**src/rtl/xgmii_pkg.sv**
```systemverilog
// rtl/xgmii_pkg.sv - XGMII characters, 10GBASE-R control codes, block types and rx state enum
// Shared definitions for the 64b/66b receive decoder.
package xgmii_pkg;

    // XGMII characters
    localparam logic [7:0] XGMII_IDLE  = 8'h07;
    localparam logic [7:0] XGMII_LPI   = 8'h06;
    localparam logic [7:0] XGMII_START = 8'hFB;
    localparam logic [7:0] XGMII_TERM  = 8'hFD;
    localparam logic [7:0] XGMII_ERROR = 8'hFE;
    localparam logic [7:0] XGMII_SEQ   = 8'h9C;
    localparam logic [7:0] XGMII_SIG   = 8'h5C;
    localparam logic [7:0] XGMII_RES0  = 8'h1C;
    localparam logic [7:0] XGMII_RES1  = 8'h3C;
    localparam logic [7:0] XGMII_RES2  = 8'h7C;
    localparam logic [7:0] XGMII_RES3  = 8'hBC;
    localparam logic [7:0] XGMII_RES4  = 8'hDC;
    localparam logic [7:0] XGMII_RES5  = 8'hF7;

    // 7-bit 10GBASE-R control codes
    localparam logic [6:0] CTRL_IDLE  = 7'h00;
    localparam logic [6:0] CTRL_LPI   = 7'h06;
    localparam logic [6:0] CTRL_ERROR = 7'h1E;
    localparam logic [6:0] CTRL_RES0  = 7'h2D;
    localparam logic [6:0] CTRL_RES1  = 7'h33;
    localparam logic [6:0] CTRL_RES2  = 7'h4B;
    localparam logic [6:0] CTRL_RES3  = 7'h55;
    localparam logic [6:0] CTRL_RES4  = 7'h66;
    localparam logic [6:0] CTRL_RES5  = 7'h78;

    // Sync headers
    localparam logic [1:0] SYNC_DATA = 2'b01;
    localparam logic [1:0] SYNC_CTRL = 2'b10;

    // Block type field values
    localparam logic [7:0] BT_CTRL   = 8'h1E;
    localparam logic [7:0] BT_START0 = 8'h78;
    localparam logic [7:0] BT_START4 = 8'h33;
    localparam logic [7:0] BT_OS0    = 8'h4B;
    localparam logic [7:0] BT_TERM0  = 8'h87;
    localparam logic [7:0] BT_TERM1  = 8'h99;
    localparam logic [7:0] BT_TERM2  = 8'hAA;
    localparam logic [7:0] BT_TERM3  = 8'hB4;
    localparam logic [7:0] BT_TERM4  = 8'hCC;
    localparam logic [7:0] BT_TERM5  = 8'hD2;
    localparam logic [7:0] BT_TERM6  = 8'hE1;
    localparam logic [7:0] BT_TERM7  = 8'hFF;

    typedef enum logic {RX_C, RX_D} rx_state_t;

    // Classification of a received block as seen by the receive FSM
    typedef enum logic [2:0] {BLK_C, BLK_S, BLK_D, BLK_T, BLK_E} blk_class_t;

    // Lane that carries the terminate character for a terminate block type
    function automatic logic [2:0] term_lane(input logic [7:0] blk_type);
        case (blk_type)
            BT_TERM1: term_lane = 3'd1;
            BT_TERM2: term_lane = 3'd2;
            BT_TERM3: term_lane = 3'd3;
            BT_TERM4: term_lane = 3'd4;
            BT_TERM5: term_lane = 3'd5;
            BT_TERM6: term_lane = 3'd6;
            BT_TERM7: term_lane = 3'd7;
            default:  term_lane = 3'd0;
        endcase
    endfunction

endpackage

```
**src/rtl/xgmii_ctrl_decode.sv**
```systemverilog
// rtl/xgmii_ctrl_decode.sv - 7-bit 10GBASE-R control code to XGMII character
// Ports:
//   i_code  7-bit control field of one lane
//   o_char  XGMII control character (FE for unknown codes)
//   o_err   high when i_code is not a known control code
module xgmii_ctrl_decode
    import xgmii_pkg::*;
(
    input  logic [6:0] i_code,
    output logic [7:0] o_char,
    output logic       o_err
);

    always_comb begin
        o_char = XGMII_ERROR;
        o_err  = 1'b0;
        case (i_code)
            CTRL_IDLE:  o_char = XGMII_IDLE;
            CTRL_LPI:   o_char = XGMII_LPI;
            CTRL_ERROR: o_char = XGMII_ERROR;
            CTRL_RES0:  o_char = XGMII_RES0;
            CTRL_RES1:  o_char = XGMII_RES1;
            CTRL_RES2:  o_char = XGMII_RES2;
            CTRL_RES3:  o_char = XGMII_RES3;
            CTRL_RES4:  o_char = XGMII_RES4;
            CTRL_RES5:  o_char = XGMII_RES5;
            default:    o_err  = 1'b1;
        endcase
    end

endmodule

```
**src/rtl/xgmii_decoder.sv**
```systemverilog
// rtl/xgmii_decoder.sv - 10GBASE-R receive 64b/66b block decoder to 32-bit XGMII
// Optional feature macro: XGMII_DECODER_ERR_CNT_EN adds o_err_count.
// Ports:
//   i_clk, i_reset           clock, asynchronous active-high reset
//   i_rx_data/i_rx_hdr       encoded word and sync header (header on first word)
//   i_rx_valid               word valid
//   i_rx_hdr_valid           first word of a block (qualified by i_rx_valid)
//   o_xgmii_rxd/o_xgmii_rxc  decoded lanes 0-3 then lanes 4-7
//   o_xgmii_valid            output word valid
//   o_decode_err             one-cycle pulse per erroneous or dropped block
//   o_err_count              saturating error pulse count (macro only)
module xgmii_decoder
    import xgmii_pkg::*;
#(
    parameter int DATA_WIDTH = 32,
    parameter int CTRL_WIDTH = DATA_WIDTH / 8,
    parameter int HDR_WIDTH  = 2
) (
    input  logic                  i_clk,
    input  logic                  i_reset,
    input  logic [DATA_WIDTH-1:0] i_rx_data,
    input  logic [HDR_WIDTH-1:0]  i_rx_hdr,
    input  logic                  i_rx_valid,
    input  logic                  i_rx_hdr_valid,
    output logic [DATA_WIDTH-1:0] o_xgmii_rxd,
    output logic [CTRL_WIDTH-1:0] o_xgmii_rxc,
    output logic                  o_xgmii_valid,
    output logic                  o_decode_err
`ifdef XGMII_DECODER_ERR_CNT_EN
    ,
    output logic [15:0]           o_err_count
`endif
);

    logic        w0_pending;
    logic [31:0] w0_data;
    logic [1:0]  w0_hdr;
    logic        hi_pending;
    logic [31:0] hi_rxd;
    logic [3:0]  hi_rxc;

    rx_state_t   state_q, state_d;
    blk_class_t  blk_class;
    logic        blk_err;

    logic [63:0] blk;
    logic [7:0]  blk_byte [8];
    logic [7:0]  cf_char [8];
    logic [7:0]  lane_d [8];
    logic        lane_c [8];
    logic [2:0]  term_n;
    logic [31:0] lo_rxd_d, hi_rxd_d;
    logic [3:0]  lo_rxc_d, hi_rxc_d;

    wire hdr_word  = i_rx_valid & i_rx_hdr_valid;
    wire accept_w1 = i_rx_valid & ~i_rx_hdr_valid & w0_pending;
    wire drop_w0   = hdr_word & w0_pending;

    assign blk    = {i_rx_data, w0_data};
    assign term_n = term_lane(blk[7:0]);

    for (genvar n = 0; n < 8; n++) begin : g_lane
        logic [7:0] c_char;
        logic       c_err;

        assign blk_byte[n] = blk[8*n +: 8];

        xgmii_ctrl_decode u_ctrl_decode (
            .i_code (blk[7*n+8 +: 7]),
            .o_char (c_char),
            .o_err  (c_err)
        );

        // An unknown C code only corrupts its own lane, never the block.
        assign cf_char[n] = c_err ? XGMII_ERROR : c_char;
    end

    always_comb begin : decode
        blk_class = BLK_E;
        for (int k = 0; k < 8; k++) begin
            lane_d[k] = XGMII_ERROR;
            lane_c[k] = 1'b1;
        end
        if (w0_hdr == SYNC_DATA) begin
            blk_class = BLK_D;
            for (int k = 0; k < 8; k++) begin
                lane_d[k] = blk_byte[k];
                lane_c[k] = 1'b0;
            end
        end else if (w0_hdr == SYNC_CTRL) begin
            case (blk_byte[0])
                BT_CTRL: begin
                    blk_class = BLK_C;
                    for (int k = 0; k < 8; k++) lane_d[k] = cf_char[k];
                end
                BT_START0: begin
                    blk_class = BLK_S;
                    lane_d[0] = XGMII_START;
                    for (int k = 1; k < 8; k++) begin
                        lane_d[k] = blk_byte[k];
                        lane_c[k] = 1'b0;
                    end
                end
                BT_START4: begin
                    blk_class = BLK_S;
                    for (int k = 0; k < 4; k++) lane_d[k] = cf_char[k];
                    lane_d[4] = XGMII_START;
                    for (int k = 5; k < 8; k++) begin
                        lane_d[k] = blk_byte[k];
                        lane_c[k] = 1'b0;
                    end
                end
                BT_OS0: begin
                    if (blk[35:32] == 4'h0 || blk[35:32] == 4'hF) begin
                        blk_class = BLK_C;
                        lane_d[0] = (blk[35:32] == 4'h0) ? XGMII_SEQ : XGMII_SIG;
                        for (int k = 1; k < 4; k++) begin
                            lane_d[k] = blk_byte[k];
                            lane_c[k] = 1'b0;
                        end
                        for (int k = 4; k < 8; k++) lane_d[k] = cf_char[k];
                    end
                end
                BT_TERM0, BT_TERM1, BT_TERM2, BT_TERM3,
                BT_TERM4, BT_TERM5, BT_TERM6, BT_TERM7: begin
                    blk_class = BLK_T;
                    for (int k = 0; k < 8; k++) begin
                        if (k < int'(term_n)) begin
                            // Lane k comes from byte k+1; k+1 never wraps here.
                            lane_d[k] = blk_byte[3'(k + 1)];
                            lane_c[k] = 1'b0;
                        end else if (k == int'(term_n)) begin
                            lane_d[k] = XGMII_TERM;
                        end else begin
                            lane_d[k] = XGMII_IDLE;
                        end
                    end
                end
                default: ;
            endcase
        end
    end

    always_comb begin : rx_fsm
        state_d = state_q;
        blk_err = 1'b0;
        if (accept_w1) begin
            case (state_q)
                RX_C: begin
                    case (blk_class)
                        BLK_C:   state_d = RX_C;
                        BLK_S:   state_d = RX_D;
                        default: begin blk_err = 1'b1; state_d = RX_C; end
                    endcase
                end
                default: begin
                    case (blk_class)
                        BLK_D:   state_d = RX_D;
                        BLK_T:   state_d = RX_C;
                        default: begin blk_err = 1'b1; state_d = RX_C; end
                    endcase
                end
            endcase
        end
    end

    always_comb begin : pack
        lo_rxd_d = {lane_d[3], lane_d[2], lane_d[1], lane_d[0]};
        hi_rxd_d = {lane_d[7], lane_d[6], lane_d[5], lane_d[4]};
        lo_rxc_d = {lane_c[3], lane_c[2], lane_c[1], lane_c[0]};
        hi_rxc_d = {lane_c[7], lane_c[6], lane_c[5], lane_c[4]};
        if (blk_err) begin
            lo_rxd_d = {4{XGMII_ERROR}};
            hi_rxd_d = {4{XGMII_ERROR}};
            lo_rxc_d = 4'hF;
            hi_rxc_d = 4'hF;
        end
    end

    always_ff @(posedge i_clk or posedge i_reset) begin
        if (i_reset) state_q <= RX_C;
        else         state_q <= state_d;
    end

    always_ff @(posedge i_clk or posedge i_reset) begin
        if (i_reset) begin
            w0_pending    <= 1'b0;
            w0_data       <= '0;
            w0_hdr        <= '0;
            hi_pending    <= 1'b0;
            hi_rxd        <= {4{XGMII_IDLE}};
            hi_rxc        <= 4'hF;
            o_xgmii_rxd   <= {4{XGMII_IDLE}};
            o_xgmii_rxc   <= 4'hF;
            o_xgmii_valid <= 1'b0;
            o_decode_err  <= 1'b0;
        end else begin
            // A drop and a block result can never land on the same cycle.
            o_decode_err <= drop_w0;
            if (hdr_word) begin
                w0_pending <= 1'b1;
                w0_data    <= i_rx_data;
                w0_hdr     <= i_rx_hdr;
            end else if (accept_w1) begin
                w0_pending <= 1'b0;
            end

            // accept_w1 and hi_pending are never both set: W1 needs a W0
            // on the previous valid cycle, which cannot also be a W1.
            if (accept_w1) begin
                o_xgmii_rxd   <= lo_rxd_d;
                o_xgmii_rxc   <= lo_rxc_d;
                o_xgmii_valid <= 1'b1;
                o_decode_err  <= blk_err;
                hi_pending    <= 1'b1;
                hi_rxd        <= hi_rxd_d;
                hi_rxc        <= hi_rxc_d;
            end else if (hi_pending) begin
                o_xgmii_rxd   <= hi_rxd;
                o_xgmii_rxc   <= hi_rxc;
                o_xgmii_valid <= 1'b1;
                hi_pending    <= 1'b0;
            end else begin
                o_xgmii_valid <= 1'b0;
            end
        end
    end

`ifdef XGMII_DECODER_ERR_CNT_EN
    always_ff @(posedge i_clk or posedge i_reset) begin
        if (i_reset)
            o_err_count <= '0;
        else if (o_decode_err && o_err_count != 16'hFFFF)
            o_err_count <= o_err_count + 16'd1;
    end
`endif

endmodule

```
**config.mk**
```make
export PLATFORM = sky130hd
export DESIGN_NAME = xgmii_decoder
export DESIGN_NICKNAME = d
export VERILOG_FILES = /design/src/rtl/xgmii_pkg.sv /design/src/rtl/xgmii_ctrl_decode.sv /design/src/rtl/xgmii_decoder.sv
export SDC_FILE = /design/constraint.sdc
export NUM_CORES = 1
export LEC_CHECK = 0
export ABC_AREA = 1
export BUFFER_PORTS_ARGS = -buffer_cell sky130_fd_sc_hd__buf_2
export CORE_MARGIN = 2
export CORE_UTILIZATION = 45
export CTS_BUF_LIST = sky130_fd_sc_hd__clkbuf_2 sky130_fd_sc_hd__clkbuf_4 sky130_fd_sc_hd__clkbuf_8
export DETAILED_ROUTE_END_ITERATION = 10
export GPL_TIMING_DRIVEN = 0
export SLEW_MARGIN = 15
export SYNTH_ARGS = -nofsm -noshare
export SYNTH_HDL_FRONTEND = slang
export SYNTH_SLANG_ARGS = --single-unit
```
**constraint.sdc**
```tcl
create_clock -name i_clk -period 4.35 [get_ports i_clk]
set_input_delay 0.87 -clock i_clk [delete_from_list [all_inputs] [get_ports i_clk]]
set_output_delay 0.87 -clock i_clk [all_outputs]
set_load 0.005 [all_outputs]
```
==> results.ini <==
[cts]
cts_resized=0
cts_buffers=9
clk_pin_slew_ps=130
cts-root-buf=clkbuf_8
post_cts_buffers=0
clock_path_buffers=2
cts_sinks=111
htreeDepth=3
insertion_delay_ps=410
ctsHoldBuffers=0
cts_tree=done

[setup_path]
worstSetupEndpointType=flop
required_ps=4680
worstPathArrival_ps=3380
cp-start-kind=primary input
path_class=primary input to flop
critPathMaxFanout=9

[power_and_ir_drop]
internal_power_w=0.001855
share_comb_of_total_power_pct=31.8
switchingPower_w=0.001266
netSwitchingFraction_pct=40.56
power_frac_clock_pct=21.4
p_per_area_nw_per_um2=344.3
max-vdd-ir-drop_v=0.0002446
seqPwrFrac_pct=46.9
leakagePower_nw=4.539

[route]
drt-initial-drc-count=961
drcViolationCount=0
antenna_left=0
drt-pass1-iter-count=5
wl_per_cell_microns=21.42
vias_per_cell=5.817
wl_microns=34800
vias=9453

[synth]
syn_area_sq_um=8164
ys_types=42
synth_nets=1343
synth_ff_type=dfrtp_1
ys_seq_area_share_pct=34.51
synth.top_cells.by_area=dfrtp_1 (24%), nand2_1 (19%), dfstp_2 (10%), nand3_1 (8.6%), o21ai_0 (7.4%)
synth_seq_cells=111
synthCells=1305
synth_enable_flop_cells=0
synthArstFlopShare_pct=100.0
synth_top_area_share_pct=24.21
yosys.area.top_type=dfrtp_1
yosysWarningCount=0
syn_avg_cell_area_sq_um=6.256

[grt]
grt_pass1_wl_microns=52760
grtUsageTotal_pct=36.35
grt_pass1_vias=8748
grt-ovfl-total=0
grt_max_degree=73
antenna_found_initial=0

[sta]
setup-violations-final=0
finClkSkew_ps=14.90
hold_violations=0
relSlewSlack_pct=40.79
final.setup.tns_ps=0
period_minus_slack_ps=3056
maxSlewViolCount=0
period_share_pct=70.25
rsz0062_at_grt=no
holdWs_ps=428.7
max_freq_mhz=327.2
worst_slew_pin_slew_ps=888.1

[final_layout]
drive_gt1_share_pct=10.82
fin_nets=1428
areaGrowthSynthToFinish_pct=11.03

[place]
port_buffers=73
dp_hpwl_microns=27580
gp_congestion=0.9918

[die]
row_count=49
io_pins=76
die_h_microns=138.7
die_w_microns=138.7
core_sq_um=17900
dieArea_sq_um=19240
start_util_pct=45.60

[run]
cap_violations=0

[status]
status=finished, final reports clean

[worst_hold_path]
worstHoldPathType=primary input to async pin

stage by stage:
step / util [%] / area, sq um / setup slack, ps / instances / power (W)
2_1_floorplan: - / 8164 / 602.3 / 1305 / 0.001993
3_3_place_gp: 49.25 / 8816 / -910.9 / 1607 / 0.002433
3_5_place_dp: 49.43 / 8848 / 895.0 / 1608 / 0.002444
4_1_cts: 50.62 / 9062 / 1300 / 1624 / 0.003099
5_1_grt: 50.62 / 9062 / 1092 / 1624 / 0.003288
6_report: 50.64 / 9065 / 1294 / 1625 / 0.003121
cells in the mapped netlist (2+ instances only):
library cell,number
a21oi_1,46
a22oi_1,11
a31oi_1,4
and2_1,3
and3_1,3
buf_1,2
buf_2,7
buf_6,4
clkbuf_1,47
clkinv_1,3
dfrtp_1,79
dfstp_2,32
inv_1,136
nand2_1,404
nand2_2,2
nand2_4,2
nand3_1,141
nand3b_1,3
nand4_1,30
nor2_1,147
nor2_2,3
nor3_1,19
nor3b_1,2
o2111ai_1,6
o211ai_1,10
o21ai_0,120
o21ai_1,2
o21bai_1,15
o221ai_1,2
o22ai_1,4
o31ai_1,3
or2_2,3
worst max-delay path, stage by stage:
cell and delay (ps):
buf_2 90, nand2_1 50, nor2_1 620, clkinv_1 420
nor2_1 700, inv_1 170, o31ai_1 270, a21oi_1 60
o21ai_0 110
state kept, by name (all words and copies together) (netlist names):
signal / cells
hi_pending: 1
hi_rxc: 4
hi_rxd: 32
o_decode_err: 1
o_xgmii_rxc: 4
o_xgmii_rxd: 32
o_xgmii_valid: 1
state_q: 1
w0_data: 32
w0_hdr: 2
w0_pending: 1
power groups by stage:
| stage | logic (W) | registers, W | clock network (W) |
|---|---|---|---|
| after detailed placement | 0.000968 | 0.00148 | 0 |
| final | 0.000991 | 0.00146 | 0.000667 |
| after floorplan | 0.000564 | 0.00143 | 0 |
| after global placement | 0.000962 | 0.00147 | 0 |
| after global routing | 0.00110 | 0.00148 | 0.000708 |
| after CTS | 0.000972 | 0.00146 | 0.000671 |
final timing paths:
check / start / endpoint / slack, ps / cells past startpoint
max in group asynchronous: i_reset / hi_rxd[9] / 3170 / 3
min: i_reset / o_xgmii_rxd[23] / 430 / 2
min in group i_clk: hi_rxd[21] / hi_rxd[21] / 490 / 2
max reg2reg: w0_data[5] / hi_rxd[13] / 1380 / 12
min reg2reg: hi_rxd[21] / hi_rxd[21] / 490 / 2
max: i_rx_valid / o_xgmii_rxc[2] / 1290 / 9
per-layer routing:
metal | global-route usage [%] | routed length, microns | up-vias
met5 | 0 | 0 | -
met4 | 18.18 | 1953 | 0
met3 | 5.905 | 3164 | 98
met2 | 55.29 | 14960 | 511
met1 | 50.45 | 14720 | 4385
li1 | - | - | 4459
placed cells by master (no fill, tap or decap), types with 2 or more instances in the layout:
cell type	Yosys	routed
buf_2	7	80
a21oi_1	46	46
o211ai_1	10	10
nor3b_1	2	2
o21ai_1	2	2
o221ai_1	2	2
inv_1	136	135
dfrtp_1	79	79
o22ai_1	4	4
and3_1	3	3
nand2_2	2	2
clkinv_1	3	3
clkbuf_8	0	9
nand3b_1	3	3
o21ai_0	120	120
a31oi_1	4	4
inv_6	0	2
o31ai_1	3	3
clkbuf_1	47	47
clkinv_8	0	3
nor2_1	147	147
nand3_1	141	141
nand2_1	404	404
or2_2	3	3
and2_1	3	3
nand4_1	30	30
nand2_4	2	2
nor3_1	19	19
dfstp_2	32	32
o2111ai_1	6	6
buf_1	2	2
buf_6	4	4
a22oi_1	11	11
o21bai_1	15	15
nor2_2	3	3
layout make-up:
| type | count | area [sq um] |
|---|---|---|
| fillers | 1939 | 8837 |
| multi-input cells | 994 | 4557 |
| flip-flops and latches | 111 | 2818 |
| inverters | 140 | 530.5 |
| repair buffers | 74 | 392.9 |
| well taps | 229 | 286.5 |
| plain buffers | 60 | 264.0 |
| clock buffers | 9 | 123.9 |
| clock inverters | 7 | 90.09 |
| diodes | 1 | 2.502 |
cell families (layout without fill, tap and decap cells):
kind of cell    after synthesis  after routing  share of synthesized area, %
mux                           1              1                        0.1379
buf+inv                     200            290                         9.670
simple gates                764            764                         39.59
compound gates              229            229                         16.09
flops                       111            111                         34.51
other cells                   0              1                             0
Power figures use the tool's default switching activity.
